**config.mk**
```make
export PLATFORM = sky130hd
export DESIGN_NAME = pb_conditioner
export DESIGN_NICKNAME = d
export VERILOG_FILES = /design/src/rtl/pb_pkg.sv /design/src/rtl/pb_channel.sv /design/src/rtl/pb_conditioner.sv
export SDC_FILE = /design/constraint.sdc
export NUM_CORES = 1
export LEC_CHECK = 0
export CORE_MARGIN = 5
export CORE_UTILIZATION = 35
export CTS_CLUSTER_DIAMETER = 100
export DETAILED_ROUTE_END_ITERATION = 16
export DONT_BUFFER_PORTS = 1
export PLACE_DENSITY = 0.54
export SYNTH_ARGS = -nofsm -noshare
export SYNTH_HDL_FRONTEND = slang
export SYNTH_SLANG_ARGS = --single-unit
```
**constraint.sdc**
```tcl
create_clock -name clk -period 5.1 [get_ports clk]
set_clock_uncertainty 0.1 [all_clocks]
set_input_delay 1.02 -clock clk [delete_from_list [all_inputs] [get_ports clk]]
set_output_delay 1.02 -clock clk [all_outputs]
set_load 0.02 [all_outputs]
```
**src/rtl/pb_pkg.sv**
```systemverilog
// Shared types and default tuning for the pushbutton conditioner.
// Defaults assume the 100 Hz board clock.
package pb_pkg;

  typedef enum logic [1:0] {
    IDLE   = 2'd0,
    HOLD   = 2'd1,
    REPEAT = 2'd2
  } pb_state_t;

  localparam int         PB_DEBOUNCE     = 3;
  localparam int         PB_REPEAT_DELAY = 50;
  localparam int         PB_REPEAT_RATE  = 10;
  localparam logic [6:0] PB_REPEAT_MASK  = 7'b1111100;

  // Counter width able to hold n-1, never narrower than one bit.
  function automatic int cnt_w(input int n);
    return (n > 1) ? $clog2(n) : 1;
  endfunction

endpackage

```
**src/rtl/pb_channel.sv**
```systemverilog
// One pushbutton: two-flop synchroniser, debounce, press/release pulses and
// hold-to-repeat state machine.
module pb_channel
  import pb_pkg::*;
#(
  parameter int DEBOUNCE_TICKS = PB_DEBOUNCE,
  parameter int REPEAT_DELAY   = PB_REPEAT_DELAY,
  parameter int REPEAT_RATE    = PB_REPEAT_RATE,
  parameter bit REPEAT_EN      = 1'b1
) (
  input  logic clk,
  input  logic reset,
  input  logic pb_raw,
  output logic level,
  output logic press,
  output logic release_pulse
);

  localparam int DW   = cnt_w(DEBOUNCE_TICKS);
  localparam int RMAX = (REPEAT_DELAY > REPEAT_RATE) ? REPEAT_DELAY : REPEAT_RATE;
  localparam int RW   = cnt_w(RMAX);

  localparam logic [DW-1:0] D_LAST       = DW'(DEBOUNCE_TICKS - 1);
  localparam logic [RW-1:0] R_DELAY_LAST = RW'(REPEAT_DELAY - 1);
  localparam logic [RW-1:0] R_RATE_LAST  = RW'(REPEAT_RATE - 1);

  logic          s1_q, s1_d;
  logic          s2_q, s2_d;
  logic [DW-1:0] dcnt_q, dcnt_d;
  logic          stab_q, stab_d;
  pb_state_t     state_q, state_d;
  logic [RW-1:0] rcnt_q, rcnt_d;
  logic          press_q, press_d;
  logic          rel_q, rel_d;
  logic          rise, fall;

  always_comb begin
    s1_d   = pb_raw;
    s2_d   = s1_q;
    stab_d = stab_q;
    dcnt_d = '0;
    if (s2_q != stab_q) begin
      if (dcnt_q == D_LAST) begin
        stab_d = s2_q;
      end else begin
        dcnt_d = dcnt_q + DW'(1);
      end
    end
  end

  // The FSM reacts to the level being accepted this edge, so press, release
  // and level all change on the same clock.
  assign rise = stab_d & ~stab_q;
  assign fall = ~stab_d & stab_q;

  always_comb begin
    state_d = state_q;
    rcnt_d  = rcnt_q;
    press_d = 1'b0;
    rel_d   = fall;
    if (fall) begin
      // A release beats any repeat that would have fired on this edge.
      state_d = IDLE;
      rcnt_d  = '0;
    end else begin
      unique case (state_q)
        IDLE: begin
          if (rise) begin
            press_d = 1'b1;
            state_d = HOLD;
            rcnt_d  = '0;
          end
        end
        HOLD: begin
          // Non-repeating channels park the counter at its terminal value.
          if (rcnt_q != R_DELAY_LAST) begin
            rcnt_d = rcnt_q + RW'(1);
          end else if (REPEAT_EN) begin
            press_d = 1'b1;
            rcnt_d  = '0;
            state_d = REPEAT;
          end
        end
        REPEAT: begin
          if (rcnt_q == R_RATE_LAST) begin
            press_d = 1'b1;
            rcnt_d  = '0;
          end else begin
            rcnt_d = rcnt_q + RW'(1);
          end
        end
        default: begin
          state_d = IDLE;
          rcnt_d  = '0;
        end
      endcase
    end
  end

  always_ff @(posedge clk or posedge reset) begin
    if (reset) begin
      s1_q    <= 1'b0;
      s2_q    <= 1'b0;
      dcnt_q  <= '0;
      stab_q  <= 1'b0;
      state_q <= IDLE;
      rcnt_q  <= '0;
      press_q <= 1'b0;
      rel_q   <= 1'b0;
    end else begin
      s1_q    <= s1_d;
      s2_q    <= s2_d;
      dcnt_q  <= dcnt_d;
      stab_q  <= stab_d;
      state_q <= state_d;
      rcnt_q  <= rcnt_d;
      press_q <= press_d;
      rel_q   <= rel_d;
    end
  end

  assign level         = stab_q;
  assign press         = press_q;
  assign release_pulse = rel_q;

endmodule

```
**src/rtl/pb_conditioner.sv**
```systemverilog
// Conditions all world-clock pushbuttons into debounced levels and
// press/release pulses; release_pulse carries the release output (release is a keyword).
module pb_conditioner
  import pb_pkg::*;
#(
  parameter int                   N_BUTTONS      = 7,
  parameter int                   DEBOUNCE_TICKS = PB_DEBOUNCE,
  parameter int                   REPEAT_DELAY   = PB_REPEAT_DELAY,
  parameter int                   REPEAT_RATE    = PB_REPEAT_RATE,
  parameter logic [N_BUTTONS-1:0] REPEAT_MASK    = N_BUTTONS'(PB_REPEAT_MASK)
) (
  input  logic                 clk,
  input  logic                 reset,
  input  logic [N_BUTTONS-1:0] pb_raw,
  output logic [N_BUTTONS-1:0] level,
  output logic [N_BUTTONS-1:0] press,
  output logic [N_BUTTONS-1:0] release_pulse
);

  for (genvar i = 0; i < N_BUTTONS; i++) begin : g_ch
    pb_channel #(
      .DEBOUNCE_TICKS (DEBOUNCE_TICKS),
      .REPEAT_DELAY   (REPEAT_DELAY),
      .REPEAT_RATE    (REPEAT_RATE),
      .REPEAT_EN      (REPEAT_MASK[i])
    ) u_ch (
      .clk           (clk),
      .reset         (reset),
      .pb_raw        (pb_raw[i]),
      .level         (level[i]),
      .press         (press[i]),
      .release_pulse (release_pulse[i])
    );
  end

endmodule

```
-- Yosys cells after proc, flatten, opt, wreduce, memory -nomap -nowiden
Cells that the tools add are included.
W data, S select, Z words.
- input bits: 9
- output and inout port bits: 21
- register bits after elaboration: 105
- word-level logic and storage cells: 301
- multiplexer cells: 122
- equal/unequal tests: 63
- reductions and logical operators: 18
- $add $sub $neg: 14
- bitwise logic cells: 28
- operators with widths (kind ; count):
    $mux W6 ; 28
    $pmux W6 S3 ; 7
    $mux W2 ; 33
    $add A6 B1 Y6 const B ; 7
    $eq A6 B4 Y1 const B ; 7
    $ne A6 B6 Y1 const B ; 7
    $mux W1 ; 40
    $pmux W2 S3 ; 5
    $eq A2 B2 Y1 const B ; 14
    $ne A3 B1 Y1 const B ; 9
    $ne A3 B2 Y1 const B ; 5
    $pmux W1 S3 ; 5
    $reduce_and A3 Y1 ; 5
    $add A2 B1 Y2 const B ; 7
    $and A1 B1 Y1 ; 14
    $eq A2 B1 Y1 const B ; 7
    $logic_not A2 Y1 ; 7
    $ne A2 B1 Y1 const B ; 7
    $not A1 Y1 ; 14
    $pmux W2 S2 ; 2
    $reduce_and A2 Y1 ; 4
    $ne A1 B1 Y1 ; 7
    $pmux W1 S2 ; 2
    $reduce_or A2 Y1 ; 2

-- Longest topological paths before layout
- depth after elaboration: 7
- mapped depth: 7
- mapped depth without buffers: 7

-- By module
A second synthesis with hierarchy kept.
- cells, all modules: 427
- area total of the unflattened synthesis: 4729.5 um^2
- modules (own cells, without submodules) (module ; times used ; cells each ; sequential area each (um^2) ; area each (um^2)):
    pb_channel (g_ch[2].u_ch ...) ; 3 ; 76 ; 375.4 ; 817.0
    pb_channel (g_ch[6].u_ch) ; 1 ; 79 ; 375.4 ; 829.5
    pb_channel (g_ch[4].u_ch) ; 1 ; 75 ; 375.4 ; 818.3
    pb_channel (g_ch[1].u_ch) ; 1 ; 22 ; 200.2 ; 331.6
    pb_channel (g_ch[0].u_ch) ; 1 ; 23 ; 200.2 ; 299.0

-- Worst setup path after synthesis
Ideal clock, no wire load.
- path kind: flip-flop to flip-flop
- from: register g_ch[6].u_ch.rcnt_q[1]
- to: register g_ch[6].u_ch.rcnt_q[4]
- data arrival time: 1585 ps
- library setup time: 126 ps
- stages on the path, launching flop included: 8
- data required time: 4874 ps
- setup slack: 3289 ps
- path buffers: 0
- cell sequence: dfrtp_1 -> inv_1 -> ha_1 -> nand2b_1 -> o31a_1 -> o211ai_2 -> nor2_1 -> a221o_1
- longest elaborated chain between the ends: 4
- elaborated cells between the ends (all ways): 7
- those cells by class: 1 x add/sub; 2 x eq/ne; 4 x mux
- RTL lines (item ; RTL line ; source):
    from (decl) ; pb_channel.sv:32 ; logic [RW-1:0] rcnt_q, rcnt_d;
    from (signal assigned) ; pb_channel.sv:116 ; rcnt_q <= rcnt_d;
    $add A6 B1 Y6 (tied with other cells) ; pb_channel.sv:77, pb_channel.sv:89 ;
    $mux W6, on equally long branches ; pb_channel.sv:85, pb_channel.sv:76 ;
    $pmux W6 S3 * ; pb_channel.sv:66 ; unique case (state_q)
    $mux W6 * ; pb_channel.sv:61 ; if (fall) begin
Mark *: on every way between the ends. The rest lies on a longest branch, timed or not.
A chain may end at the register's enable or synchronous reset.

-- Final worst setup path
- from: register g_ch[4].u_ch.rcnt_q[1]
- to: register g_ch[4].u_ch.rcnt_q[2]
- longest elaborated chain between the ends: 4
- elaborated cells between the ends (all ways): 7
- those cells by class: 1 x add/sub; 2 x eq/ne; 4 x mux
- RTL lines (item ; RTL line):
    from (decl) ; pb_channel.sv:32
    from (signal assigned) ; pb_channel.sv:116
    $add A6 B1 Y6 (tied with other cells) ; pb_channel.sv:77, pb_channel.sv:89
    $mux W6, on equally long branches ; pb_channel.sv:85, pb_channel.sv:76
    $pmux W6 S3 * ; pb_channel.sv:66
    $mux W6 * ; pb_channel.sv:61
Marks and branches as above.

==> metrics.csv <==
metric;value;unit
Worst setup SP type;flop;
Yosys top cell by area;dfrtp_1;
total gr overflow;0;
Routed WL;7762;microns
hold path cells;0;
Final Cell Area;0.004960;sq mm
Worst EP required;5240;ps
RSZ-0062 raised after global routing;false;
Pre-Repair DR Iteration Count;4;
Ports;30;
Critical Path End Type;flop;
Power Density;493.3;mW/mm^2
critical path's top delay family;compound AO/OA/AOI/OAI gates;
Post-synth EDFFs;0;
wire per inst;12.85;microns
CP max stage delay;510;ps
Row Count;42;
Synth Flop Type;dfrtp_1;
DIE AREA;0.01555;sq mm
outcome;finished clean;
gpl congestion;0.7970;
CP arrival;2220;ps
worst r2r dst;g_ch[4].u_ch.rcnt_q[2];
vias in the first global route;2938;
FF+latch count, synth;91;
setup violators final;0;
# DRC;0;
Critical Path Fanout Max;7;
clk buf depth;2;
crit path kind;reg -> reg;
total power;2.447;mW
Cells after Synth;436;
Final period util;40.92;%
maximum vdd ir drop;0.0002834;V
core area;0.01309;sq mm
top post-synthesis cells by count;dfrtp_1, inv_1, nand2_1;
number of cells upsized or downsized after cts;0;
Highest Clock Rate;479.2;MHz
Post-Syn Area;0.004606;sq mm
Filler cells;1306;
crit path max-delay cell type;o211ai_1;
P_leak;2.206;nW
Starting Density;35.20;%
minimum clock period;2087;ps
Slew HR;54.37;%
Worst-Margin Slew;684.5;ps
Clock transition at path regs;60;ps
flop2flop setup slack;3010;ps
Vias;2942;
Yosys cell types;50;
worst r2r path cells;7;
routed vias/inst;4.871;
FF/Latch Area;0.002277;sq mm
Nets;466;
Routed Antenna Nets;0;
Worst Min Path Start;g_ch[1].u_ch.s1_q;
post-DP HPWL;5563;microns
Yosys top cell area share;49.44;%
CP Cell Sequence;inv_1 > ha_1 > nor2b_1 > a31oi_1 > o211ai_1 > o21ai_0 > a21o_1;
Synth Net Count;479;
Top Layer Used;met4;
hold crit path type;reg -> reg;
Syn-to-layout area delta;7.688;%
Metal-1 WL;3854;microns
port bufs;0;
placed cell area;0.004656;sq mm
Max Cap Violations;0;
Hold Path End;g_ch[1].u_ch.s2_q;
Fin. Hold Viols;0;
Avg Cell Area, Syn;10.56;sq um
Seq/Total Area, Yosys;49.44;%
CTS root buf;clkbuf_16;
largest net degree at the start of global routing;57;
total track usage;10.70;%
met3 wire length;256;microns
CTS tree;yes;
Setup TNS;0;ps
proportion of layout cells with a drive suffix above 1;6.542;%
die height;124.7;microns
final slew viol count;0;
clock sinks;91;
DR WL met2;3467;microns
yosys warns;0;
DRT iter0 DRCs;175;
Post-CTS Setup Inserts;0;
CTS Buf Count;9;
most frequent cell after synthesis;dfrtp_1;
DIE WIDTH;124.7;microns
FF-to-FF Start;g_ch[4].u_ch.rcnt_q[1];
CTS Hold Bufs;0;
area of the multi-input gates;0.002006;sq mm
first-pass GRT wire length;13830;microns
Synth async-reset ratio;100.0;%
Skew-Pair Late Insertion Delay;340;ps
Worst Path Buf+Inv;1;
ant diodes;0;
Area contributors post-synth;dfrtp_1, ha_1, buf_4;
initial antenna violation count;0;
CTS H-tree depth;3;
==> how the worst max path moves through the flow <==
stage / startpoint / end / slack (ps) / cells after the start
after global routing: g_ch[4].u_ch.rcnt_q[1] / g_ch[4].u_ch.rcnt_q[2] / 2820 / 7
final: g_ch[4].u_ch.rcnt_q[1] / g_ch[4].u_ch.rcnt_q[2] / 3010 / 7
after CTS: g_ch[4].u_ch.rcnt_q[1] / g_ch[4].u_ch.rcnt_q[2] / 3040 / 7
after floorplan: reset / g_ch[0].u_ch.dcnt_q[0] / 1620 / 1
after global placement: reset / g_ch[0].u_ch.s1_q / 2950 / 2
after detailed placement: reset / g_ch[3].u_ch.state_q[0] / 2900 / 2
==> per-layer routing <==
layer / track usage [%] / up-vias
met5: 0 / -
met4: 5.609 / 0
met3: 2.744 / 12
met2: 16.32 / 30
met1: 13.98 / 1389
li1: - / 1511
==> worst register-to-register path: stages, from the launching register on <==
cell and delay, ps:
dfrtp_1 400, inv_1 60, ha_1 120, nor2b_1 280, a31oi_1 150, o211ai_1 510, o21ai_0 150, a21o_1 200
==> cell usage in the layout, fill, tap and decap left out, types with 2 or more instances in the layout <==
master,instances
o31a_1,4
nor4_1,4
o211ai_2,3
o21ai_1,6
a21o_1,7
a21oi_1,17
nor2b_1,6
nor3b_1,13
nand3_1,12
a221oi_1,4
o41a_1,4
dfrtp_1,91
a41o_1,4
or3_1,4
o21ai_0,14
mux2i_1,2
nand3b_1,5
clkinvlp_4,4
o211ai_1,5
inv_1,37
nor4b_1,3
nor3_1,27
a221o_1,2
nand2_1,36
xnor2_1,13
a31oi_1,2
nand2b_1,9
a22o_1,2
clkbuf_16,9
o21a_1,6
nor2_1,10
ha_1,34
o31ai_1,5
o311ai_0,4
==> through the flow <==
stage,hold WS (ps),util [%],std cells,setup WS [ps]
after floorplan,231.2,-,436,1616
after global placement,232.9,35.58,588,2950
after detailed placement,237.1,35.58,588,2904
after CTS,251.9,37.90,604,3036
after global routing,259.8,37.90,604,2822
final,248.6,37.90,604,3013
==> flip-flops by register name (all words and copies together) (netlist names) <==
| register | flops |
|---|---|
| g_ch.u_ch.dcnt_q | 14 |
| g_ch.u_ch.level | 7 |
| g_ch.u_ch.press | 7 |
| g_ch.u_ch.rcnt_q | 30 |
| g_ch.u_ch.release_pulse | 7 |
| g_ch.u_ch.s1_q | 7 |
| g_ch.u_ch.s2_q | 7 |
| g_ch.u_ch.state_q | 12 |
==> kinds of logic (layout without fill, tap and decap cells) <==
logic type / after synthesis / after routing / share of synthesized area, %
buffers and inverters: 63 / 55 / 7.009
xor gates and xnor gates: 13 / 13 / 2.472
AOI/OAI and AO/OA: 97 / 97 / 15.59
muxes: 3 / 3 / 0.6792
and+or+nand+nor: 135 / 135 / 15.57
DFF: 91 / 91 / 49.44
adders and majority gates: 34 / 34 / 9.237
==> area by class of cell <==
cell class	count	share of cell area [%]
well taps	176	4.440
clock buffers	10	4.818
clock inverters	6	1.312
multi-input cells	282	40.44
flip-flops and latches	91	45.91
inverters	38	2.926
repair buffers	1	0.1514
==> power breakdown <==
group          switching [mW]  total (mW)  internal [mW]
logic                   0.423       0.702          0.279
registers               0.201        1.07          0.872
clock network           0.280       0.672          0.392
total                   0.904        2.45           1.54
Power figures use the tool's default switching activity.
==> patch 1 (config.mk and constraints unchanged) <==
Set the package constant `PB_REPEAT_DELAY` to 25 (it was 50).
--- a/src/rtl/pb_pkg.sv
+++ b/src/rtl/pb_pkg.sv
@@ -9,7 +9,7 @@
   } pb_state_t;
 
   localparam int         PB_DEBOUNCE     = 3;
-  localparam int         PB_REPEAT_DELAY = 50;
+  localparam int         PB_REPEAT_DELAY = 25;
   localparam int         PB_REPEAT_RATE  = 10;
   localparam logic [6:0] PB_REPEAT_MASK  = 7'b1111100;
 
Function: no difference found for any inputs over 10 cycles, from zero or initial values and one cycle with reset high; that may be too few to reach the edited logic, so the function may still have changed.
==> patch 1 against the unedited design <==
  * Synthesized cell count down 3.2%
  * Via count down 0.14%
  * Global-route usage up 0.38 points
  * Wire length down 0.13%
  * Sequential cell count down 5
  * Synthesized area down 2.2%
  * Cell count down 2.8%
  * Total power up 8.0%
  * Hold slack worse by 2.2 ps
  * Design area down 1.6%
  * Die area down 2.1%
  * Worst setup slack better by 64 ps
  * Non-clock buffer count unchanged
  * Largest cell class unchanged
==> patch 1: results (changes against the unedited design) <==
- Post-Synthesis Cells: 422 (-3.2%)
- Vias per cell: 5.01 (+2.8%)
- Routed len/inst: 13.2 um (+2.8%)
- Slew @ Worst Pin: 981 ps (+296 ps)
- Max reg flops: 25 (-17%)
- Synth top area cells: dfrtp_1 48%, ha_1 11%, buf_4 3.5%
- Synth cell count leaders: 86 x dfrtp_1, 41 x inv_1, 39 x ha_1, 26 x nand2_1, 21 x buf_4
- Min Hold Slack: 246 ps (-2.17 ps)
- R2R cell count: 6 (-1)
- Initial antenna violation count: 0 (unchanged)
- Setup crit end: level[2]
- Final Hold Viols: 0 (unchanged)
- Placed cell count: 571 (-2.9%)
- Reg2Reg Setup Slack: 3210 ps (+200 ps)
- Reg2reg start: g_ch[3].u_ch.rcnt_q[0]$_DFFE_PP0P_
- Reg-to-Reg End: g_ch[3].u_ch.rcnt_q[4]$_DFFE_PP0P_
- Hold Crit Start: g_ch[3].u_ch.s1_q$_DFF_PP0_
- Status: complete, no violations
- Dpl hpwl: 5570 um (+0.19%)
- Seq/Total Area, Yosys: 0.478 (-0.0165)
- Max FO, Critical Path: 5 (-2)
- Final worst path period share: 0.397 (-0.0126)
- Synth unique cells: 58 (+16%)
- Final Net Count: 458 (-1.7%)
- Peak supply drop: 0.000224 V (-21%)
- CP arrival: 900 ps (-1320 ps)
- Filler Cell Count: 1,260 (-3.5%)
- Worst slack, placed: 2820 ps (-80.5 ps)
- Gr usage total: 0.111 (+0.00382)
- Iteration-0 DRC count of the detailed router: 146 (-17%)
- Largest registers: g_ch.u_ch.rcnt_q (25), g_ch.u_ch.dcnt_q (14), g_ch.u_ch.state_q (12)
## patch 1: cell types whose count changed after synthesis, moves of 5 or more
cell and change:
nand4bb_1 +6, o211ai_1 -5, nor3_1 -18, dfrtp_1 -5
nand2_1 -10, xnor2_1 -5, ha_1 +5, nand4b_1 +8
## patch 1: cells by family (layout without fill, tap and decap cells)
family                     Yosys count  count (layout)  synth area share
muxes                                6               6            0.0144
buffers and inverters               65              58            0.0722
and+or+nand+nor                    125             125             0.166
DFF                                 86              86             0.478
AOI/OAI and AO/OA                   93              93             0.146
adders and majority gates           39              39             0.108
xor gates and xnor gates             8               8            0.0156
## patch 1: area by class of cell
type,instances,area share
clock buffers,11,0.0497
clock inverters,5,0.0167
inverters,41,0.0318
multi-input cells,271,0.415
flip-flops and latches,86,0.441
well taps,172,0.0441
repair buffers,1,0.00154
## patch 1: per-layer routing
metal / vias to the layer above / wire length, um / track usage
met5: - / 0 / 0
met4: 0 / 141 / 0.0464
met3: 11 / 423 / 0.0476
met2: 43 / 3610 / 0.177
met1: 1429 / 3570 / 0.130
li1: 1455 / - / -
## patch 1: where the power goes
part | internal, uW | switching, uW
registers | 850 | 221
clock network | 443 | 263
logic | 358 | 506
total | 1650 | 990
## patch 1: per-stage QoR
stage / utilization / total power (uW) / area [sq um]
4_1_cts: 0.387 / 2680 / 4880
2_1_floorplan: - / 1810 / 4500
6_report: 0.387 / 2640 / 4880
3_3_place_gp: 0.361 / 1920 / 4560
5_1_grt: 0.387 / 2850 / 4880
3_5_place_dp: 0.361 / 1950 / 4560
==> patch 2 (same settings) <==
Made on the original files. The 3 states of `pb_state_t` get a one-hot encoding in 3 bits.
--- a/src/rtl/pb_pkg.sv
+++ b/src/rtl/pb_pkg.sv
@@ -2,10 +2,10 @@
 // Defaults assume the 100 Hz board clock.
 package pb_pkg;
 
-  typedef enum logic [1:0] {
-    IDLE   = 2'd0,
-    HOLD   = 2'd1,
-    REPEAT = 2'd2
+  typedef enum logic [2:0] {
+    IDLE   = 3'b001,
+    HOLD   = 3'b010,
+    REPEAT = 3'b100
   } pb_state_t;
 
   localparam int         PB_DEBOUNCE     = 3;
Function: no difference found for any inputs over 10 cycles, from zero or initial values and one cycle with reset high; not proved beyond that.
==> patch 2 against the unedited design <==
  * Sequential cell count grew 7
  * Total power decreased by 11%
  * Via count rose by 12%
  * Global-route usage is 0.31 points higher
  * Synthesized area grew 6.3%
  * Hold slack gained 1.4 ps
  * Wire length grew 9.5%
  * Synthesized cell count up 7.3%
  * Core utilization grew 0.20 points
  * Design area rose by 5.8%
  * Worst setup slack worse by 230 ps
  * Critical path type unchanged
  * Largest power group unchanged
  * Highest routed layer unchanged
==> patch 2: results (changes against the unedited design) <==
- Routability cong.: 0.766 (-3.9%)
- Synth top area cells: dfrtp_1 47%, dfstp_2 3.8%, nand2_1 3.7%
- Worst slack, placed: 2790 ps (-112 ps)
- Slew @ Worst Pin: 1130 ps (+449 ps)
- Root Driver: clkbuf_16
- Dpl hpwl: 5820 um (+4.6%)
- Iteration-0 DRC count of the detailed router: 259 (+48%)
- Largest net degree at the start of global routing: 73 (+28%)
- Leakage power: 0.00217 uW (-1.6%)
- Max FO, Critical Path: 7 (unchanged)
- PostCTS Resize Cnt: 0 (unchanged)
- WHS Endpoint: g_ch[2].u_ch.s2_q$_DFF_PP0_
- R2R cell count: 4 (-3)
- Synth cell count leaders: 91 x dfrtp_1, 48 x nand2_1, 22 x buf_4, 20 x nor2b_1
- Synth unique cells: 53 (+6.0%)
- Routed len/inst: 13.3 um (+3.7%)
- Switch share: 0.337 (-0.0325)
- Gr usage total: 0.110 (+0.00308)
- Total wire length: 8500 um (+9.5%)
- Layout cells sized above 1: 0.124 (+0.0590)
- Dpl cell area: 0.00495 sq mm (+6.4%)
- Via count of the first global-routing pass: 3,127 (+6.4%)
- Port bufs: 0 (unchanged)
- Post-Synthesis Cells: 468 (+7.3%)
- Largest registers: g_ch.u_ch.rcnt_q (30), g_ch.u_ch.state_q (19), g_ch.u_ch.dcnt_q (14)
- Ys Warns: 0 (unchanged)
- CP arrival: 2460 ps (+240 ps)
- Synthesized Nets: 491 (+2.5%)
- Reg-to-Reg End: g_ch[2].u_ch.rcnt_q[5]$_DFFE_PP0P_
- First-pass GRT wire length: 14,900 um (+7.4%)
- Status: complete, no violations
- Min Hold Slack: 250 ps (+1.40 ps)
- Reg2reg start: g_ch[2].u_ch.level$_DFF_PP0_
- Ys async rst share: 1.00 (unchanged)
- Hold Crit Start: g_ch[2].u_ch.s1_q$_DFF_PP0_
- Synth Area in Adders: 0.0358 (-0.0566)
- Final Net Count: 476 (+2.1%)
- Top_reg_cell synth: dfrtp_1
- Vias per cell: 5.16 (+5.8%)
- Fraction of synthesized cell area in xor and xnor cells: 0.0161 (-0.00862)
- Seq/Total Area, Yosys: 0.503 (+0.00825)
- Placed cell count: 622 (+5.8%)
- # Post-CTS Setup Buffers: 0 (unchanged)
- Synth Area in Compound Gates: 0.142 (-0.0136)
- Setup-failing EPs final: 0 (unchanged)
- Mux share of post-synthesis cell area: 0.0156 (+0.00880)
- Peak supply drop: 0.000206 V (-27%)
## patch 2: power by group through the flow
stage               Clock (uW)  Combinational [uW]  Sequential, uW
global route               723                 455            1150
detailed placement           0                 403            1140
global placement             0                 392            1130
floorplan                    0                 470            1030
finish                     670                 399            1120
CTS                        699                 406            1120
## patch 2: critical path, cell delays in order, from the launching register on
cell and delay (ps):
dfrtp_1 520, nor4bb_1 1000, a211oi_2 110, or2_1 300, a22o_1 180
## patch 2: layout make-up
class | instances | area, sq um
Clock buffer | 9 | 225
Clock inverter | 7 | 67.6
Fill cell | 1357 | 8530
Inverter | 18 | 70.1
Multi-Input combinational cell | 322 | 2170
Sequential cell | 98 | 2460
Tap cell | 180 | 225
Timing Repair Buffer | 4 | 30.0
## patch 2: how the worst max path moves through the flow
stage                                            start  slack, ps                                 end
after floorplan                                  reset       1430    g_ch[0].u_ch.dcnt_q[0]$_DFF_PP0_
after global placement    g_ch[2].u_ch.level$_DFF_PP0_       2810  g_ch[2].u_ch.rcnt_q[4]$_DFFE_PP0P_
after detailed placement  g_ch[2].u_ch.level$_DFF_PP0_       2790  g_ch[2].u_ch.rcnt_q[4]$_DFFE_PP0P_
after CTS                 g_ch[2].u_ch.level$_DFF_PP0_       2780  g_ch[2].u_ch.rcnt_q[5]$_DFFE_PP0P_
after global routing      g_ch[2].u_ch.level$_DFF_PP0_       2650  g_ch[2].u_ch.rcnt_q[4]$_DFFE_PP0P_
final                     g_ch[2].u_ch.level$_DFF_PP0_       2780  g_ch[2].u_ch.rcnt_q[5]$_DFFE_PP0P_
## patch 2: metal layers
metal	GRT usage	wire length (um)	vias to the layer above
li1	-	-	1625
met1	0.150	4220	1608
met2	0.162	3800	42
met3	0.0317	310	14
met4	0.0487	171	0
met5	0	0	-
